==> config.mk <==
export PLATFORM = sky130hd
export DESIGN_NAME = instr_encoder
export DESIGN_NICKNAME = d
export VERILOG_FILES = /design/src/rtl/instr_encoder.sv
export SDC_FILE = /design/constraint.sdc
export NUM_CORES = 1
export LEC_CHECK = 0
export ABC_AREA = 1
export CAP_MARGIN = 25
export CORE_MARGIN = 2
export CORE_UTILIZATION = 45
export DETAILED_ROUTE_END_ITERATION = 12
export HOLD_SLACK_MARGIN = 0.05
export PLACE_DENSITY_LB_ADDON = 0.25
export RECOVER_POWER = 100
export SLEW_MARGIN = 15
export SYNTH_ARGS = -nofsm -noshare
export SYNTH_HDL_FRONTEND = slang
export SYNTH_SLANG_ARGS = --single-unit
export TNS_END_PERCENT = 1
==> constraint.sdc <==
create_clock -name clk_i -period 4.9 [get_ports clk_i]
set_input_delay 0.98 -clock clk_i [delete_from_list [all_inputs] [get_ports clk_i]]
set_output_delay 0.98 -clock clk_i [all_outputs]
set_load 0.01 [all_outputs]
==> src/rtl/instr_encoder.sv <==
// Instruction encoder: packs instruction requests into 32-bit words, queues them in a
// 4-deep FIFO and streams them into instruction memory at consecutive byte addresses.
//
// state | meaning
// IDLE  | waiting for start_i; accepted requests queue but are not written
// ARMED | address loaded; moves to WRITE when a word is queued
// WRITE | presenting the FIFO head to memory until imem_ack_i

module instr_encoder (
  input  logic        clk_i,
  input  logic        rst_i,
  input  logic        start_i,
  input  logic [31:0] base_addr_i,
  input  logic        req_valid_i,
  output logic        req_ready_o,
  input  logic [3:0]  req_class_i,
  input  logic [4:0]  req_rs_i,
  input  logic [4:0]  req_rt_i,
  input  logic [4:0]  req_rd_i,
  input  logic [5:0]  req_funct_i,
  input  logic [15:0] req_imm_i,
  output logic        imem_we_o,
  output logic [31:0] imem_addr_o,
  output logic [31:0] imem_data_o,
  input  logic        imem_ack_i,
  output logic [7:0]  count_o,
  output logic        err_o,
  output logic        busy_o
);

  typedef enum logic [1:0] {IDLE, ARMED, WRITE} state_t;

  state_t      state;
  logic [31:0] addr;
  logic [31:0] fifo_mem [4];
  logic [1:0]  wr_ptr;
  logic [1:0]  rd_ptr;
  logic [2:0]  occ;
  logic        accept;
  logic        legal;
  logic        push;
  logic        pop;
  logic [31:0] enc_word;

  always_comb begin
    enc_word = 32'd0;
    case (req_class_i)
      4'd0:    enc_word = {6'd0, req_rs_i, req_rt_i, req_rd_i, 5'd0, req_funct_i};
      4'd1:    enc_word = {6'd8,  req_rs_i, req_rt_i, req_imm_i};
      4'd2:    enc_word = {6'd10, req_rs_i, req_rt_i, req_imm_i};
      4'd3:    enc_word = {6'd4,  req_rs_i, req_rt_i, req_imm_i};
      4'd4:    enc_word = {6'd43, req_rs_i, req_rt_i, req_imm_i};
      4'd5:    enc_word = {6'd35, req_rs_i, req_rt_i, req_imm_i};
      4'd6:    enc_word = {6'd5,  req_rs_i, req_rt_i, req_imm_i};
      4'd7:    enc_word = {6'd1,  req_rs_i, req_rt_i, req_imm_i};
      4'd8:    enc_word = {6'd7,  req_rs_i, req_rt_i, req_imm_i};
      default: enc_word = 32'd0;
    endcase
  end

  assign req_ready_o = (occ != 3'd4);
  assign accept      = req_valid_i & req_ready_o;
  assign legal       = (req_class_i <= 4'd8);
  assign push        = accept & legal;
  assign pop         = (state == WRITE) & imem_ack_i;
  assign busy_o      = (occ != 3'd0) | (state == WRITE);

  // Storage needs no reset: the pointers alone define what is valid.
  always_ff @(posedge clk_i) begin
    if (push) fifo_mem[wr_ptr] <= enc_word;
  end

  always_ff @(posedge clk_i or negedge rst_i) begin
    if (!rst_i) begin
      wr_ptr <= 2'd0;
      rd_ptr <= 2'd0;
      occ    <= 3'd0;
    end else begin
      if (push) wr_ptr <= wr_ptr + 2'd1;
      if (pop)  rd_ptr <= rd_ptr + 2'd1;
      case ({push, pop})
        2'b10:   occ <= occ + 3'd1;
        2'b01:   occ <= occ - 3'd1;
        default: occ <= occ;
      endcase
    end
  end

  always_ff @(posedge clk_i or negedge rst_i) begin
    if (!rst_i) err_o <= 1'b0;
    else if (accept && !legal) err_o <= 1'b1;
  end

  always_ff @(posedge clk_i or negedge rst_i) begin
    if (!rst_i) begin
      state       <= IDLE;
      addr        <= 32'd0;
      count_o     <= 8'd0;
      imem_we_o   <= 1'b0;
      imem_addr_o <= 32'd0;
      imem_data_o <= 32'd0;
    end else begin
      case (state)
        IDLE: begin
          if (start_i) begin
            addr    <= base_addr_i;
            count_o <= 8'd0;
            state   <= ARMED;
          end
        end
        ARMED: begin
          if (occ != 3'd0) begin
            imem_we_o   <= 1'b1;
            imem_addr_o <= addr;
            imem_data_o <= fifo_mem[rd_ptr];
            state       <= WRITE;
          end
        end
        WRITE: begin
          if (imem_ack_i) begin
            imem_we_o <= 1'b0;
            addr      <= addr + 32'd4;
            if (count_o != 8'hFF) count_o <= count_o + 8'd1;
            state     <= ARMED;
          end
        end
        default: state <= IDLE;
      endcase
    end
  end

endmodule

Word-level counts from Yosys, hierarchy flattened
Memory sizes are Yosys's and may differ from the RTL's. A register that Yosys moved wholly into a read port is not among the register bits. Cells that the tools add are included. W data, S select, Z words.

Mux-type cells: 18. Reduce and logical (&&, ||, !) cells: 14. Add/subtract/negate cells: 6. Bitwise logic cells: 4. $lt $le $gt $ge: 1. Equality and inequality tests: 18.

Operators with widths (count): $pmux W32 S9 (1); $mux W32 (2); $pmux W32 S2 (1); $add A32 B3 Y32 const B (1); $mux W8 (3); $eq A4 B3 Y1 const B (4); $pmux W8 S2 (1); $reduce_and A3 Y1 (3); $add A8 B1 Y8 const B (1); $eq A4 B2 Y1 const B (2); $ne A8 B8 Y1 const B (1); $mux W2 (3); $ne A2 B2 Y1 const B (3); $pmux W2 S3 (1); $pmux W3 S2 (1); $reduce_bool A2 Y1 (3); $add A2 B1 Y2 const B (2); $eq A2 B1 Y1 const B (2); $eq A2 B2 Y1 const B (2); $eq A4 B1 Y1 const B (1); $eq A4 B4 Y1 const B (1); $le A4 B4 Y1 const B (1); $logic_not A4 Y1 (1); $mux W1 (4); other kinds (13) (16).

Flip-flop bits (word level): 83. Memories kept: 1. Logic and storage cells: 71. Bits of input ports: 78. Memory bits (writable): 128.

Memory list: fifo_mem (words 4, width 32, read ports 1, clocked after Yosys merged registers in 1, wr ports 1, line 35) `logic [31:0] fifo_mem [4];`.

Depth between registers and ports, before layout
Depth in word-level cells: 5. Depth in mapped cells: 10. Mapped depth without buffers: 10.

Worst setup path after synthesis
Ideal clock, no wire load.

Kind: in2reg. Start point: input req_class_i[0]. End point: memory fifo_mem[0][0], enable pin. Path buffers: 0. Stages on the path: 5. Data required time: 4.481 ns. Arrival: 2.854 ns. Setup slack: 1.627 ns. Cells stage by stage: nor2_1 > nand3_1 > nand2_1 > nand2_1 > nor2_1.

Cells in the longest elaborated chain, start to end: 4.

RTL lines: start: declaration (line 16) `input logic [3:0] req_class_i,`; $le A4 B4 Y1 (line 63) `assign legal = (req_class_i <= 4'd8);`; $and A1 B1 Y1 (line 64) `assign push = accept & legal;`; $mux W1 (line 70) `if (push) fifo_mem[wr_ptr] <= enc_word;`; $mux W1 (implied by the code) (line 70); end: declaration (line 35).

Every way passes these cells.

==> impl_results.md <==
- Status: complete, but fails checks
- Violated checks: capacitance limit, slew limit
- Setup ws final: 1.07 ns
- CTS tree: done
- Post-CTS setup buffers: 0
- Most common cell after layout, fill and taps aside: nand2_1
- Max-Slew Margin vs Limit: -0.746
- Critical path launch point type: register
- DRT Pass-1 Iters: 5
- Residual DRC: 0
- Min Tclk post-route: 3.83 ns
- CP Max Fanout: 63
- Mapped cell area: 10700 um^2
- Via count: 7918
- Top Ports: 154
- CORE AREA: 23300 um^2
- Worst Skew: 0.0108 ns
- Synth Register Bits: 238
- Max_cap viols: 2
- Largest net degree at the start of global routing: 93
- Layout Cells excl Fill: 1548
- Fin Hold WS: 0.477 ns
- Area of the die: 24900 um^2
- WP buf/inv: 3
- Die width: 158 um
- Cell row count: 56
- Max frequency: 0.261 GHz
- Yosys top cell by area: edfxtp_1
- Async set or reset register ratio after synthesis: 0.479
- Number of hold violations in the final report: 0
- Slew Limit Fails: 100
- Final-report setup violation count: 0
- Top delay family on crit path: buffers and inverters
- H-Tree Level Count: 1
- Wirelength, routed: 24300 um
- Antenna Nets Post-Route: 0
- Number of enable flip-flop cells after synthesis: 124
- Post-DP Area: 12500 um^2
- First-pass GRT wire length: 39100 um
- CP arrival: 4.23 ns
- Bufs on Longest Clock Path: 3
- Iter 0 DRT Violations: 500
- Worst path max stage delay: 1.85 ns
- Share of the synthesized area in the top cell type: 0.350
- Top FF cell, synth: edfxtp_1
- Area contributors post-synth: edfxtp_1, dfrtp_1, nand2_1, o21ai_0, nor2_1
- Worst path cell trace: clkbuf_1 -> inv_2 -> buf_12 -> o21ai_0 -> o22ai_1 -> mux2_1
- Least-Margin Pin Slew: 2.62 ns
- Placed cells: 1498
- Clk root buf: clkbuf_16
- P per Cell Area: 579 nW/um^2
- Fillers: 2078
- Post-Syn Area per Cell: 10.0 um^2
- GPL Wtd Cong: 0.882
- Total power draw: 7.70 mW
- Yosys warnings: 0
- Area growth syn-to-layout: 24.9%
- Worst Path Required: 5.31 ns
- Clock sinks: 238
- Fin nets: 1295
- Initial antenna violation count: 0
- Design area: 13300 um^2
- Post-CTS Hold Fix Bufs: 0
- DR WL/cell: 15.7 um
- Total grt overflow: 0
- Syn Nets: 1151
- Inserted Clock Buffers: 26
- Yosys cell types: 40
- Worst vdd ir: 0.000339 V
- Clock Latency Late Sink: 0.53 ns
- Kind of critical path: reg -> reg
- DP Worst Slack: 1.06 ns
- DP HPWL: 15800 um
- Hold Crit Class: reg -> reg
- Post-synthesis sequential area ratio: 0.617
- Final Core Density: 0.570
- Setup tns final: 0 ns
- Final period util: 0.781
- CTS resizes: 0
- CTS clk-pin slew, worst paths: 0.06 ns
- Vias in the first global route: 7575
- Leakage power: 5.43 nW
- Overall routing resource usage: 0.199
- Gate Count Post-Synth: 1065
- Crit end category: register
- Vias/cell: 5.11
- Initial core utilization: 0.457
- Most frequent cells in the layout: nand2_1, o21ai_0, edfxtp_1, nor2_1, dfrtp_1
- RSZ-0062 raised after global routing: false
- Vert. Die Dim: 158 um
- Layout cells sized above 1: 0.0651
- IO Port Bufs: 152
- Antenna cells: 0
- Worst path slowest cell: clkbuf_1
[final cells by class]
cell class              count  area, um^2  share of cell area
clock inverters            16         149              0.0112
flip-flops and latches    238        6580               0.494
well taps                 319         399              0.0300
inverters                  99         372              0.0279
multi-input cells         680        3480               0.262
repair buffers            164        1630               0.122
clock buffers              32         703              0.0528
[tightest hold or removal path, cell delays in order (launching register included)]
cell     delay (ns)
dfrtp_1        0.34
nand2_1        0.05
o21ai_0        0.06
[registers in the layout, summed over array words and instances, names as in the netlist]
register and flops:
imem_data_o 31, imem_addr_o 32, rd_ptr 2, addr 32, err_o 1, fifo_mem 124, wr_ptr 2, imem_we_o 1
occ 3, count_o 8, state 2
[synth_stat cells (12+ instances only)]
master and count:
nand2_1 200, o21ai_0 138, nor2_1 127, edfxtp_1 124, dfrtp_1 114, inv_1 96, nand3_1 48, o22ai_1 37
mux2_1 34, clkbuf_1 26, a21oi_1 22, buf_2 12
[cells by family after synthesis]
| family | share of synthesized area |
|---|---|
| simple gates | 0.160 |
| flops | 0.617 |
| compound gates | 0.111 |
| buf+inv | 0.0574 |
| mux | 0.0391 |
| fa+ha+maj | 0.0101 |
| xor+xnor | 0.00493 |
| other cells | 0.000352 |
[path summary, 6_finish.rpt]
kind	start	endpoint	slack [ns]	cells past startpoint
min	imem_addr_o[23]	imem_addr_o[23]	0.48	2
max reg2reg	rd_ptr[0]	imem_data_o[1]	1.07	6
max in group asynchronous	rst_i	addr[17]	2.13	2
max	rd_ptr[0]	imem_data_o[1]	1.07	6
min reg2reg	imem_addr_o[23]	imem_addr_o[23]	0.48	2
min in group asynchronous	rst_i	err_o	0.52	1
[where the power goes]
| part | leakage, nW | total [mW] | switching, mW | internal (mW) |
|---|---|---|---|---|
| clock network | 0.413 | 1.91 | 0.786 | 1.13 |
| logic | 2.49 | 2.78 | 1.66 | 1.12 |
| registers | 2.52 | 3.01 | 0.325 | 2.69 |
| total | 5.43 | 7.70 | 2.77 | 4.93 |
[metal layers]
layer	wire (um)	GRT usage	vias up
met1	11400	0.284	3796
li1	-	-	3903
met3	1360	0.0328	36
met2	11100	0.316	183
met4	533	0.0558	0
met5	0	0	-
No activity file was read; power rests on OpenSTA's default activity.
